**config.mk**
```make
export PLATFORM = sky130hd
export DESIGN_NAME = mem_arbiter
export DESIGN_NICKNAME = d
export VERILOG_FILES = /design/src/rtl/mem_arbiter.sv
export SDC_FILE = /design/constraint.sdc
export NUM_CORES = 1
export LEC_CHECK = 0
export ABC_AREA = 1
export CAP_MARGIN = 10
export CORE_AREA = 2 2 74 76
export DETAILED_ROUTE_END_ITERATION = 10
export DIE_AREA = 0 0 76 78
export PLACE_DENSITY = 0.83
export SETUP_SLACK_MARGIN = 0.1
export SYNTH_ARGS = -nofsm -noshare
export SYNTH_HDL_FRONTEND = slang
export SYNTH_SLANG_ARGS = --single-unit
```
**constraint.sdc**
```tcl
create_clock -name clk -period 1.7 [get_ports clk]
set_input_delay 0.34 -clock clk [delete_from_list [all_inputs] [get_ports clk]]
set_output_delay 0.34 -clock clk [all_outputs]
set_load 0.02 [all_outputs]
```
**src/rtl/mem_arbiter.sv**
```systemverilog
// Two-master arbiter sharing one single-port RAM between instruction fetch and data memory.
// Data has priority; a saturating counter bounds how long fetch can be starved.
module mem_arbiter #(
  parameter int unsigned ADDR_W     = 8,
  parameter int unsigned DATA_W     = 32,
  parameter int unsigned RD_LAT     = 1,
  parameter int unsigned STARVE_MAX = 3
) (
  input  logic              clk,
  input  logic              rst_n,
  // instruction fetch port (read only)
  input  logic              if_req,
  input  logic [ADDR_W-1:0] if_addr,
  output logic              if_gnt,
  output logic              if_rvalid,
  output logic [DATA_W-1:0] if_rdata,
  // data memory port
  input  logic              dm_req,
  input  logic              dm_we,
  input  logic [ADDR_W-1:0] dm_addr,
  input  logic [DATA_W-1:0] dm_wdata,
  output logic              dm_gnt,
  output logic              dm_rvalid,
  output logic [DATA_W-1:0] dm_rdata,
  // shared RAM port
  output logic [ADDR_W-1:0] ram_addr,
  output logic [DATA_W-1:0] ram_wdata,
  output logic              ram_rden,
  output logic              ram_wren,
  input  logic [DATA_W-1:0] ram_rdata
);

  localparam int unsigned CNT_W = (STARVE_MAX < 1) ? 1 : $clog2(STARVE_MAX + 1);
  localparam logic [CNT_W-1:0] CNT_MAX = CNT_W'(STARVE_MAX);

  typedef enum logic {
    OWN_IF = 1'b0,
    OWN_DM = 1'b1
  } owner_e;

  typedef struct packed {
    logic   vld;
    owner_e owner;
  } tag_t;

  logic [CNT_W-1:0] starve_cnt;
  logic [CNT_W-1:0] starve_cnt_nxt;
  logic             starved;
  tag_t             tag_in;
  tag_t             tag_q [RD_LAT];

  // Grant selection, RAM port steering and starvation counter update
  always_comb begin
    if_gnt         = 1'b0;
    dm_gnt         = 1'b0;
    starved        = (starve_cnt == CNT_MAX);
    starve_cnt_nxt = starve_cnt;

    if (rst_n) begin
      dm_gnt = dm_req && !(if_req && starved);
      if_gnt = if_req && !dm_gnt;
    end

    ram_addr     = dm_gnt ? dm_addr : if_addr;
    ram_wdata    = dm_wdata;
    ram_wren     = dm_gnt & dm_we;
    ram_rden     = if_gnt | (dm_gnt & ~dm_we);
    tag_in.vld   = ram_rden;
    tag_in.owner = dm_gnt ? OWN_DM : OWN_IF;

    if (!if_req || if_gnt) begin
      starve_cnt_nxt = '0;
    end else if (dm_gnt && !starved) begin
      starve_cnt_nxt = starve_cnt + CNT_W'(1);
    end
  end

  // Counter and read-tag shift pipeline; reset discards reads in flight
  always_ff @(posedge clk or negedge rst_n) begin
    if (!rst_n) begin
      starve_cnt <= '0;
      for (int unsigned i = 0; i < RD_LAT; i++) begin
        tag_q[i] <= '0;
      end
    end else begin
      starve_cnt <= starve_cnt_nxt;
      tag_q[0]   <= tag_in;
      for (int unsigned i = 1; i < RD_LAT; i++) begin
        tag_q[i] <= tag_q[i-1];
      end
    end
  end

  assign if_rvalid = tag_q[RD_LAT-1].vld && (tag_q[RD_LAT-1].owner == OWN_IF);
  assign dm_rvalid = tag_q[RD_LAT-1].vld && (tag_q[RD_LAT-1].owner == OWN_DM);
  assign if_rdata  = ram_rdata;
  assign dm_rdata  = ram_rdata;

endmodule

```
==> flow_summary.ini, run 1 <==
[status]
run_status = finished, violations left
violations = negative setup slack

[placed_design]
portBuffers = 34
hpwl_um = 1900
dp_slack_ns = -0.616
globalplace.congestion = 0.705

[timing]
finalCriticalPeriod_ns = 1.81
drv_slew = 0
rsz0062_at_grt = yes
max_slew_margin = 0.849
setup_viol = 10
hold_viol = 0
setup_slack_ns = -0.114
skew_ns = 0.00104
fmax_mhz = 551
period_share = 1.07
worstMarginPinSlew_ns = 0.226

[finish]
finalNetCount = 190
final_common_cell = clkdlybuf4s50_1
drive_above_1_share = 0.500
areaGrowthSynthToFinish_pct = -8.16
layout_common_cells = clkdlybuf4s50_1 (18), nand2_2 (16), nand2_1 (13)
fin_util = 0.193
diodes = 0

[synthesis]
synth.distinct_cells = 14
yosysTopAreaCell = buf_4
synth_top_area_share = 0.681
synth-compound-area-share = 0.00827
synthTopCellsByArea = buf_4 (68%), nand2_1 (10%), dfrtp_1 (9.5%)
ys_seq_area_frac = 0.0946
synth.ff_latch_count = 4
avgSynthCellArea_um2 = 7.06
synth_top_family_by_area = buffers and inverters
synth_fp_nets = 236
yosys_warnings = 0
synth_area_um2 = 1060
synth_fa_ha_area_frac = 0.0118
synth-xor-area-share = 0
synth_simple_gate_area_frac = 0.162
synthMuxAreaShare = 0
synthCells = 150

[hold_path]
hp-class = in -> async

[setup_path]
crit_path_end_kind = primary output
r2r_slack_ns = 0.30
worstSetupStartpointType = register
path_depth = 8
path_class = reg -> out
cp.arrival_ns = 1.47
cp_cell_sequence = ha_2 > nand2_2 > nand2_2 > inv_2 > nand2_4 > buf_6 > o21ai_4 > buf_6
reg2regPathDepth = 9
crit_buf_inv = 3
path_delay_family = flip-flops
cp_max_fo = 3
cp_slowest_stage_delay_ns = 0.37
slowest_stage = dfrtp_1
required_ns = 1.36

[clock_tree]
clk_transition_reported_paths_ns = 0.03
htreeDepth = 1
cts_root_buf = clkbuf_8
clockBufferDepth = 2
cts_tree = built
clock_latency_ns = 0.22
cts_buffers = 3
cts_sinks = 4

[floorplanning]
ios = 195
rows = 26
chipWidth_um = 76
core_um2 = 5040
die-height_um = 78
dieArea_um2 = 5930
start_util = 0.210

[global_route]
grt_overflow = 0
grt_pass1_wl_um = 3340
first_global_vias = 644
gr-usage-all-layers = 0.0732
antenna_found_initial = 0
grt_max_degree = 11

[detailed_routing]
vias = 618
wl_um = 2390
ant_nets = 0
vias_per_cell = 3.59
drt-pass1-iter-count = 4
post_drt_wl_per_cell_um = 13.9
drc_errors = 0
drtIter0Drc = 11

[run]
maxCapViolCount = 0

[pwr]
p_per_area_nw_per_um2 = 534
p_leak_nw = 0.493
vdd_drop_max_mv = 0.156
-- power breakdown --
| group | switching [W] | internal [W] | total, W |
|---|---|---|---|
| logic | 0.0000990 | 0.000119 | 0.000218 |
| registers | 0.00000247 | 0.000101 | 0.000104 |
| clock network | 0.0000469 | 0.000151 | 0.000198 |
-- state kept, by name, indices dropped and copies added, names as in the netlist --
| register | flops |
|---|---|
| tag_q | 2 |
| starve_cnt | 2 |
-- through the flow --
step	instance area [um2]	TNS, ns	hold slack (ns)	power [W]	instances
CTS	956	-0.944	0.296	0.000524	172
global route	972	-1.72	0.332	0.000544	172
floorplan	1060	0	0.0444	0.000503	150
detailed placement	838	-6.92	0.554	0.000298	167
finish	972	-0.786	0.291	0.000520	172
global placement	838	-6.52	0.523	0.000295	167
-- cell usage after synthesis --
master and number:
buf_8 1, o21ai_2 1, nand4_1 3, nand2_4 1
nand2_2 2, inv_2 2, dfrtp_1 4, nand3b_1 1
ha_1 1, nor2_1 2, nand2_1 29, buf_4 96
nand3_1 1, inv_1 6
-- logic make-up after synthesis --
| group | Yosys count |
|---|---|
| AOI/OAI and AO/OA | 1 |
| adders and majority gates | 1 |
| buffers and inverters | 105 |
| DFF | 4 |
| and+or+nand+nor | 39 |
-- metal layers --
layer | part of all wire | up-vias | global-route usage
li1 | - | 262 | -
met1 | 0.27 | 264 | 0.0531
met2 | 0.49 | 58 | 0.121
met3 | 0.15 | 34 | 0.0407
met4 | 0.087 | 0 | 0.0927
met5 | 0 | - | 0
-- path summary, 6_finish.rpt --
kind / from / to
max in group asynchronous: rst_n / starve_cnt[1]
min in group clk: starve_cnt[0] / starve_cnt[0]
setup reg to reg: starve_cnt[1] / tag_q[1]
hold reg to reg: starve_cnt[0] / starve_cnt[0]
hold / removal: rst_n / tag_q[1]
setup / recovery: starve_cnt[1] / ram_rden
-- repair_timing --
action | in CTS | in global routing
resized for setup | 93 | 4
endpoints found under the setup margin | 13 | 13
hold buffers | 0 | 0
buffers inserted | 2 | 0
pin swaps | 10 | 0
endpoints found under the hold margin | 0 | 0
-- final cells by class --
| class | count | area, um2 |
|---|---|---|
| Fill cell | 559 | 4070 |
| Timing Repair Buffer | 46 | 450 |
| Multi-Input combinational cell | 41 | 260 |
| Sequential cell | 4 | 100 |
| Tap cell | 70 | 87.6 |
| Clock buffer | 3 | 41.3 |
| Inverter | 8 | 32.5 |
Note: power is estimated with default switching activity, not from simulation.
==> run 2: changes to the inputs <==
--- a/config.mk
+++ b/config.mk
@@ -6,12 +6,13 @@
 export NUM_CORES = 1
 export LEC_CHECK = 0
 export ABC_AREA = 1
-export CAP_MARGIN = 10
 export CORE_AREA = 2 2 74 76
 export DETAILED_ROUTE_END_ITERATION = 10
 export DIE_AREA = 0 0 76 78
 export PLACE_DENSITY = 0.83
+export REMOVE_ABC_BUFFERS = 1
 export SETUP_SLACK_MARGIN = 0.1
+export SLEW_MARGIN = 20
 export SYNTH_ARGS = -nofsm -noshare
 export SYNTH_HDL_FRONTEND = slang
 export SYNTH_SLANG_ARGS = --single-unit
==> flow_summary.ini, run 2 (synthesized netlist as in run 1, its figures left out) <==
[floorplanning]
ios = 195
chipWidth_um = 76
core_um2 = 5040
die-height_um = 78
rows = 26
dieArea_um2 = 5930
start_util = 0.210

[finish]
nFillCells = 571
diodes = 0
areaGrowthSynthToFinish_pct = -9.93
layout_common_cells = clkdlybuf4s50_1 (18), nand2_2 (17), nand2_1 (13)
final_common_cell = clkdlybuf4s50_1
fin_util = 0.189
reg_top3 = starve_cnt x2, tag_q x2
finalNetCount = 190
drive_above_1_share = 0.500

[setup_path]
slowest_stage = dfrtp_1
cp.arrival_ns = 1.45
crit_top_cell = nand2_2
cp_cell_sequence = ha_2 > nand2_2 > nand2_2 > inv_2 > nand2_4 > buf_12 > nand2_2 > nand2_2 > buf_6
cp_max_fo = 7
rr_startpoint = starve_cnt[1]
worstSetupStartpointType = register
required_ns = 1.36
path_class = reg -> out
reg2regPathDepth = 8
cp_slowest_stage_delay_ns = 0.37
crit_path_end_kind = primary output
r2r_slack_ns = 0.49
r2r_end = starve_cnt[0]

[clock_tree]
clock_latency_ns = 0.21
ctsHoldBuffers = 0
clk_transition_reported_paths_ns = 0.03
cts_tree = built
cts_buffers = 3
clockBufferDepth = 2
htreeDepth = 1
cts_sinks = 4
cts_root_buf = clkbuf_8

[detailed_routing]
vias = 754
wl_um = 8040
drt-pass1-iter-count = 5
vias_per_cell = 4.38
post_drt_wl_per_cell_um = 46.7
ant_nets = 0
drc_errors = 0
drtIter0Drc = 52

[global_route]
antenna_found_initial = 0
grt_max_degree = 11
grt_pass1_wl_um = 9730
grt_overflow = 0
first_global_vias = 734
gr-usage-all-layers = 0.265

[run]
maxCapViolCount = 0

[placed_design]
dp_slack_ns = -0.606
hpwl_um = 7580
portBuffers = 34
globalplace.congestion = 0.885

[pwr]
p_leak_nw = 0.487
vdd_drop_max_mv = 0.182
finalPower_w = 0.000506
p_per_area_nw_per_um2 = 531

[timing]
drv_slew = 0
hold_slack_ns = 0.293
period_share = 1.05
setup-tns-final_ns = -0.749
setup_viol = 10
fmax_mhz = 558
setup_slack_ns = -0.0916
skew_ns = 0.000497
max_slew_margin = 0.848
worstMarginPinSlew_ns = 0.227
finalCriticalPeriod_ns = 1.79
hold_viol = 0
rsz0062_at_grt = yes

[status]
violations = negative setup slack
run_status = finished, violations left

[hold_path]
hp-class = in -> async
## run 2: report_power, final
group	switching [W]	total, W	internal, W	leakage (nW)
sequential	0.00000254	0.000104	0.000101	0.0530
combinational	0.0000924	0.000208	0.000115	0.413
clock	0.0000444	0.000195	0.000151	0.0216
total	0.000139	0.000506	0.000367	0.487
## run 2: worst max path at each step
stage | start | end | cells after the start
finish | starve_cnt[0] | ram_addr[3] | 9
global route | starve_cnt[0] | ram_addr[5] | 9
CTS | starve_cnt[1] | ram_addr[0] | 9
detailed placement | if_req | ram_addr[5] | 9
global placement | if_req | ram_addr[4] | 9
floorplan | starve_cnt[0] | ram_addr[0] | 8
## run 2: repair_timing
action,in CTS,in global routing
gates resized for setup,91,3
setup buffers,2,2
setup endpoints to repair,13,13
pin swaps,10,1
## run 2: stage by stage
step	cell area, um2	instances
2_1_floorplan	323	53
3_3_place_gp	823	165
3_5_place_dp	823	165
4_1_cts	928	170
5_1_grt	953	172
6_report	953	172
## run 2: area by class of cell
type	count	area, um2	area share
clock buffer	3	41.3	0.0433
timing repair buffer	46	447	0.469
tap	70	87.6	0.0919
multi-input combinational	41	243	0.255
inverter	8	35.0	0.0367
sequential	4	100	0.105
## run 2: metal layers
layer | global-route usage | share of wire | vias up
li1 | - | - | 261
met4 | 0.127 | 0.053 | 0
met1 | 0.0896 | 0.12 | 277
met5 | 0 | 0 | -
met2 | 0.502 | 0.54 | 189
met3 | 0.369 | 0.29 | 27
## run 2: worst max-delay path, delay by kind of cell, from the launching register on
| kind | cells | cell delay (ns) |
|---|---|---|
| fa+ha+maj | 1 | 0.20 |
| simple gates | 5 | 0.33 |
| flops | 1 | 0.37 |
| buf+inv | 3 | 0.36 |
